### src/rtl/mem_arbiter.sv
// Two-port arbiter sharing one data memory: port A fetches, port B loads/stores.
// Three-state FSM (IDLE/ACCESS/ACK) with alternating priority on ties.
module mem_arbiter #(
  parameter logic [31:0] ADDR_LIMIT = 32'h0001_0000
) (
  input  logic        clk,
  input  logic        rst,
  input  logic        a_req,
  input  logic [31:0] a_addr,
  output logic        a_ack,
  output logic [31:0] a_rdata,
  output logic        a_err,
  input  logic        b_req,
  input  logic        b_we,
  input  logic [31:0] b_addr,
  input  logic [31:0] b_wdata,
  output logic        b_ack,
  output logic [31:0] b_rdata,
  output logic        b_err,
  output logic        mem_write,
  output logic        mem_read,
  output logic [31:0] mem_addr,
  output logic [31:0] mem_wdata,
  input  logic [31:0] mem_rdata
);

  typedef enum logic [1:0] {IDLE, ACCESS, ACK} state_e;
  typedef enum logic {PORT_A, PORT_B} port_e;

  localparam logic [31:0] LAST_WORD = ADDR_LIMIT - 32'd4;

  state_e      state_q;
  port_e       owner_q, last_grant_q, grant_d;
  logic [31:0] addr_q, wdata_q, addr_d;
  logic        we_q, err_q, err_d;
  logic [31:0] a_rdata_q, b_rdata_q;

  // Tie goes to whichever port was not served last.
  always_comb begin
    grant_d = PORT_A;
    if (a_req && b_req) grant_d = (last_grant_q == PORT_A) ? PORT_B : PORT_A;
    else if (b_req)     grant_d = PORT_B;
    addr_d = (grant_d == PORT_B) ? b_addr : a_addr;
    err_d  = (addr_d[1:0] != 2'b00) || (addr_d > LAST_WORD);
  end

  // NOTE: only control state and the architecturally visible rdata registers are
  // reset; the latched request fields are always written before they are used.
  always_ff @(posedge clk) begin
    if (rst) begin
      state_q      <= IDLE;
      last_grant_q <= PORT_A;
      a_rdata_q    <= '0;
      b_rdata_q    <= '0;
    end else begin
      case (state_q)
        IDLE: begin
          if (a_req || b_req) begin
            state_q <= ACCESS;
            owner_q <= grant_d;
            addr_q  <= addr_d;
            we_q    <= (grant_d == PORT_B) && b_we;
            wdata_q <= b_wdata;
            err_q   <= err_d;
          end
        end
        ACCESS: begin
          state_q <= ACK;
          if (!err_q && !we_q) begin
            if (owner_q == PORT_A) a_rdata_q <= mem_rdata;
            else                   b_rdata_q <= mem_rdata;
          end
        end
        ACK: begin
          state_q      <= IDLE;
          last_grant_q <= owner_q;
        end
        default: state_q <= IDLE;
      endcase
    end
  end

  // Strobes and acks decode directly from registered state, so they are glitch-free.
  assign mem_read  = (state_q == ACCESS) && !err_q && !we_q;
  assign mem_write = (state_q == ACCESS) && !err_q && we_q;
  assign mem_addr  = addr_q;
  assign mem_wdata = wdata_q;

  assign a_ack   = (state_q == ACK) && (owner_q == PORT_A);
  assign b_ack   = (state_q == ACK) && (owner_q == PORT_B);
  assign a_err   = a_ack && err_q;
  assign b_err   = b_ack && err_q;
  assign a_rdata = a_rdata_q;
  assign b_rdata = b_rdata_q;

endmodule

### config.mk
export PLATFORM = sky130hd
export DESIGN_NAME = mem_arbiter
export DESIGN_NICKNAME = d
export VERILOG_FILES = /design/src/rtl/mem_arbiter.sv
export SDC_FILE = /design/constraint.sdc
export NUM_CORES = 1
export LEC_CHECK = 0
export ABC_AREA = 1
export BUFFER_PORTS_ARGS = -buffer_cell sky130_fd_sc_hd__buf_4
export CORE_UTILIZATION = 45
export DETAILED_ROUTE_END_ITERATION = 8
export HOLD_SLACK_MARGIN = 0.05
export PLACE_DENSITY = 0.84
export SETUP_SLACK_MARGIN = 0.2
export SLEW_MARGIN = 10
export SYNTH_ARGS = -nofsm -noshare
export SYNTH_HDL_FRONTEND = slang
export SYNTH_SLANG_ARGS = --single-unit
### constraint.sdc
create_clock -name clk -period 8.9 [get_ports clk]
set_clock_uncertainty 0.15 [all_clocks]
set_input_delay 0 -clock clk [delete_from_list [all_inputs] [get_ports clk]]
set_output_delay 0 -clock clk [all_outputs]
set_load 0.01 [all_outputs]
==> impl_metrics.toml, run 1 <==
[status]
status = "completed"

[global_routing]
grt_overflow = 0
grt_usage = 0.404
grt_pass1_vias = 6095
antenna_found_initial = 1
grt_max_degree = 69
grt_pass1_wl_um = 33800

[placement]
io_buffers = 266
place_ws_ps = 6600
dp_hpwl_um = 10800
placed_area_um2 = 7020
place.gp.congestion = 0.871

[synth]
netlist_instances = 494
synth_edf_count = 67
ys_warn_count = 0
synthesis.nets = 627
synth.area.top_cells = "edfxtp_1 (40%), dfxtp_1 (27%), nand2_1 (14%)"
syn_area_um2 = 4990
synthArstFlopShare = 0
synth.largest_area_cell = "edfxtp_1"
synth_top_area_share = 0.403
synth_ff_type = "edfxtp_1"
ys_seq_area_frac = 0.671
synthMostInstantiatedCell = "nand2_1"
ys_types = 23
synthTopCellsByCount = "nand2_1 (182), dfxtp_1 (67), edfxtp_1 (67), a21oi_1 (65), nand3_1 (40)"
ys_ff_latch = 134
syn_avg_cell_area_um2 = 10.1

[finish]
final_util = 0.868
finish.instance_area_um2 = 9410
nNetsFinal = 1066
area_growth_pct = 88.4
drive_above_1_share = 0.337

[cts]
clkSinkCount = 134
numCtsBuffers = 17
cts_tree = "done"
post_cts_buffers = 0
root_buffer = "clkbuf_8"
clock_path_buffers = 2
clkTransAtPathRegs_ps = 60
insertion_delay_ps = 520
h-tree-depth = 4

[routing]
viasPerCell = 5.47
wl_met1_um = 7490
wl_met2_um = 12300
wl_per_cell_um = 21.2
drtIter0Drc = 510
top_layer = "met4"
post-route-drc-count = 0
ant_nets = 0
vias = 5941
wl_met3_um = 1750
wirelength_um = 23000
first_pass_iters = 6

[timing]
fin_ws_ps = 5860
setup_tns_ps = 0
slew_headroom = 0.471
hold_viol_final = 0
setup_viol = 0
max_freq_ghz = 0.328
rsz0062_at_grt = "no"
finalCriticalPeriod_ps = 3040
finalCritPeriodShare = 0.342
slew_violations = 0
worst_pin_slew_ps = 792

[die]
io_pins = 267
die_area_um2 = 11500
die-width_um = 107
start_util = 0.461
core_area_um2 = 10800
die_h_um = 107
num_rows = 38

[critical_path]
crit_path_frequent_cell = "nand2_1"
critPathMaxStageDelay_ps = 610
slowest_stage = "dlygate4sd3_1"
worst_setup_path_start_kind = "flop"
crit_chain = "nand2_4 > nand2_8 > nand2_1 > dlygate4sd3_1 > nand2_1 > dlygate4sd3_1 > nor2_1 > nand3_1 > nor2_1 > nand2_1"
crit_arrival_ps = 3150
end_kind = "flop"
worstPathRequired_ps = 9000
crit_fanout = 34
criticalPathCategory = "reg2reg"

[power]
power.density_nw_per_um2 = 172
ir_drop_uv = 112
leakage_nw = 4.12

[worst_hold_path]
min_path_type = "in2reg"

[run]
max_cap_viol_count = 0
-- registers in the layout, indices dropped and copies added (netlist names) --
signal / flops
b_rdata: 32
owner_q: 1
mem_wdata: 32
mem_addr: 32
a_rdata: 32
err_q: 1
last_grant_q: 1
we_q: 1
state_q: 2
-- path summary, 6_finish.rpt --
path | from | to | slack, ps | cells after the start
worst max-delay path | last_grant_q | err_q | 5860 | 10
worst min-delay path | b_wdata[23] | mem_wdata[23] | 80 | 2
worst max register to register | last_grant_q | err_q | 5860 | 10
worst min register to register | a_rdata[7] | a_rdata[7] | 320 | 2
-- worst max-delay path, delay by kind of cell, from the launching register on --
family                 cells  cell delay [ps]
flip-flops                 1              340
AND/OR/NAND/NOR            8             1110
buffers and inverters      2             1170
-- placed cells by master (no fill, tap or decap), types with 3 or more instances in the layout --
cell           Yosys  layout
a21oi_1           65      65
buf_4              8     268
clkbuf_16          0      17
clkinv_2           0       4
dfxtp_1           67      67
dlygate4sd3_1      0     181
edfxtp_1          67      67
inv_2              3       3
inv_4              1       3
inv_6              1       3
nand2_1          182     182
nand2_2            8       8
nand2_4            3       3
nand3_1           40      40
nor2_1            15      15
nor3_1             4       4
-- where the power goes --
| group | switching [mW] | leakage (nW) | internal (mW) |
|---|---|---|---|
| logic | 0.104 | 2.67 | 0.126 |
| registers | 0.0119 | 1.17 | 0.677 |
| clock network | 0.278 | 0.289 | 0.422 |
| total | 0.393 | 4.12 | 1.23 |
-- cells by family after synthesis --
| family | count (synthesis) | synth area share |
|---|---|---|
| flip-flops | 134 | 0.671 |
| AO/OA/AOI/OAI | 65 | 0.0651 |
| buffers and inverters | 36 | 0.0411 |
| AND/OR/NAND/NOR | 259 | 0.222 |
-- timing repair --
action                                 in CTS  in global routing
resized for setup                           0                  0
endpoints found under the hold margin     133                  3
hold buffers                              178                  3
-- layout make-up --
class                           count  area (um^2)
Clock buffer                       20          457
Timing Repair Buffer              449         3820
Clock inverter                     12          121
Multi-Input combinational cell    324         1440
Sequential cell                   134         3350
Antenna cell                        1         2.50
Tap cell                          140          175
Fill cell                         476         1430
Inverter                            7         33.8
-- metal layers --
layer | global-route usage | up-vias
li1 | - | 2527
met1 | 0.400 | 2863
met2 | 0.737 | 434
met3 | 0.101 | 117
met4 | 0.283 | 0
met5 | 0 | -
-- stage by stage --
step           instances  hold slack [ps]  total power, mW
2_1_floorplan        494            -51.1            0.756
3_5_place_dp         873             29.3            0.842
4_1_cts             1083             51.6             1.58
3_3_place_gp         873             28.8            0.837
6_report            1087             79.7             1.62
5_1_grt             1087             57.0             1.66
Power figures use the tool's default switching activity.
==> run 2: changes to the inputs <==
==> constraint.sdc (replaced) <==
create_clock -name clk -period 3.1 [get_ports clk]
set_clock_uncertainty 0.15 [all_clocks]
set_input_delay 0 -clock clk [delete_from_list [all_inputs] [get_ports clk]]
set_output_delay 0 -clock clk [all_outputs]
set_load 0.01 [all_outputs]
==> run 2 against run 1 <==
Effect of this change: critical endpoint unchanged; combinational power rose to 2.9 times the previous value; core utilization up 0.61 points; wire length grew 2.8%; critical path depth did not move.
==> impl_metrics.toml, run 2 (synthesized netlist as in run 1, its figures left out) <==
[status]
status = "completed"

[timing]
finalCriticalPeriod_ps = 2830
rsz0062_at_grt = "no"
max_freq_ghz = 0.353
hold_viol_final = 0
setup_tns_ps = 0
finalCritPeriodShare = 0.913
slew_headroom = 0.389
setup_viol = 0
slew_violations = 0
worst_pin_slew_ps = 916

[routing]
wirelength_um = 23700
ant_nets = 0
post-route-drc-count = 0
vias = 5975
drtIter0Drc = 618
first_pass_iters = 8
wl_per_cell_um = 21.7
viasPerCell = 5.47

[global_routing]
grtUsageMet1 = 0.379
grt_usage = 0.402
antenna_found_initial = 1
grt_overflow = 0
grt_pass1_wl_um = 33900
globalRouteMet3Util = 0.108
grt_pass1_vias = 6270
grt_max_degree = 69
busiest_layer = "met2"
globalRouteMet2Util = 0.727

[die]
io_pins = 267
die-width_um = 107
die_area_um2 = 11500
core_area_um2 = 10800
die_h_um = 107
num_rows = 38
start_util = 0.461

[critical_path]
crit_arrival_ps = 2960
slowest_stage = "dlygate4sd3_1"
worstPathBufferInverterCount = 2
crit_path_frequent_cell = "nand2_1"
critPathMaxStageDelay_ps = 580
worstPathRequired_ps = 3230
crit_fanout = 17
worst_setup_path_start_kind = "flop"
cp_top_family = "buffers and inverters"
criticalPathCategory = "reg2reg"
end_kind = "flop"
crit_chain = "nand2_4 > nand2_8 > nand2_1 > dlygate4sd3_1 > nand2_1 > dlygate4sd3_1 > nor2_1 > nand2_1 > nor2_1 > nand2_1"

[cts]
insertion_delay_ps = 520
clkTransAtPathRegs_ps = 60
cts_tree = "done"
cts_resized = 0
h-tree-depth = 4
clock_path_buffers = 2
root_buffer = "clkbuf_8"
numCtsBuffers = 17
clkSinkCount = 134

[worst_hold_path]
min_path_type = "in2reg"

[finish]
drive_above_1_share = 0.345
nNetsFinal = 1071
final_common_cell = "buf_4"
layout_common_cells = "buf_4 (273), nand2_1 (182), dlygate4sd3_1 (180), edfxtp_1 (67)"
area_growth_pct = 89.7
finish.instance_area_um2 = 9480

[power]
internal_power_mw = 3.54
ir_drop_uv = 374
netSwitchingPower_mw = 1.16
power.density_nw_per_um2 = 496
p_sw_frac = 0.247
power_frac_comb = 0.140
leakage_nw = 4.14
clkPwrFrac = 0.439
finalPower_mw = 4.70
pwr-share-seq = 0.421

[placement]
placed_area_um2 = 7040
dp_hpwl_um = 10600
place.gp.congestion = 0.920
io_buffers = 266

[run]
max_cap_viol_count = 0
-- run 2: changes by cell type in the layout (fill, tap and decap cells not counted), moves of 2 or more --
cell	before	now
clkinvlp_4	1	4
dfxtp_1	67	65
buf_4	268	273
inv_4	3	1
clkinv_2	4	2
dfxtp_2	0	2
clkinv_4	0	2
-- run 2: path summary, 6_finish.rpt --
check / start / to / cells past startpoint / slack, ps
worst min register to register: a_rdata[27] / a_rdata[27] / 2 / 310
worst max-delay path: last_grant_q / err_q / 10 / 270
worst min-delay path: b_wdata[7] / mem_wdata[7] / 2 / 50
worst max register to register: last_grant_q / err_q / 10 / 270
-- run 2: routing by layer --
metal | vias up | wire length, um | part of all wire
met5 | - | 0 | 0
met4 | 0 | 1990 | 0.084
met3 | 162 | 1980 | 0.084
met2 | 497 | 12400 | 0.52
met1 | 2772 | 7340 | 0.31
li1 | 2544 | - | -
-- run 2: cell type report --
cell class | instances | area (um^2)
Antenna cell | 1 | 2.50
Clock buffer | 18 | 418
Clock inverter | 14 | 176
Fill cell | 483 | 1370
Inverter | 7 | 33.8
Multi-Input combinational cell | 325 | 1460
Sequential cell | 134 | 3360
Tap cell | 140 | 175
Timing Repair Buffer | 453 | 3850
-- run 2: power by group through the flow --
| stage | logic [mW] | clock network [mW] | registers, mW |
|---|---|---|---|
| 2_1_floorplan | 0.128 | 0 | 2.04 |
| 3_3_place_gp | 0.403 | 0 | 2.00 |
| 3_5_place_dp | 0.413 | 0 | 2.00 |
| 4_1_cts | 0.598 | 2.03 | 1.97 |
| 5_1_grt | 0.684 | 2.14 | 1.98 |
| 6_report | 0.659 | 2.07 | 1.98 |
-- run 2: through the flow --
step	cells	setup WS (ps)	hold slack [ps]	util
3_3_place_gp	874	1160	28.9	0.649
4_1_cts	1085	435	50.4	0.869
6_report	1092	269	52.6	0.874
2_1_floorplan	494	-57.3	-51.1	-
5_1_grt	1092	184	60.3	0.874
3_5_place_dp	874	1140	29.8	0.649
-- run 2: worst reg2reg max path, delay by kind of cell, from the launching register on --
kind                   cells  cell delay, ps
AND/OR/NAND/NOR            8             950
buffers and inverters      2            1140
flip-flops                 1             350
-- run 2: repair_timing --
action                     4_1_cts  5_1_grt
setup endpoints to repair        0        1
hold endpoints to repair       134        1
hold buffers                   179        1
setup buffers                    0        4
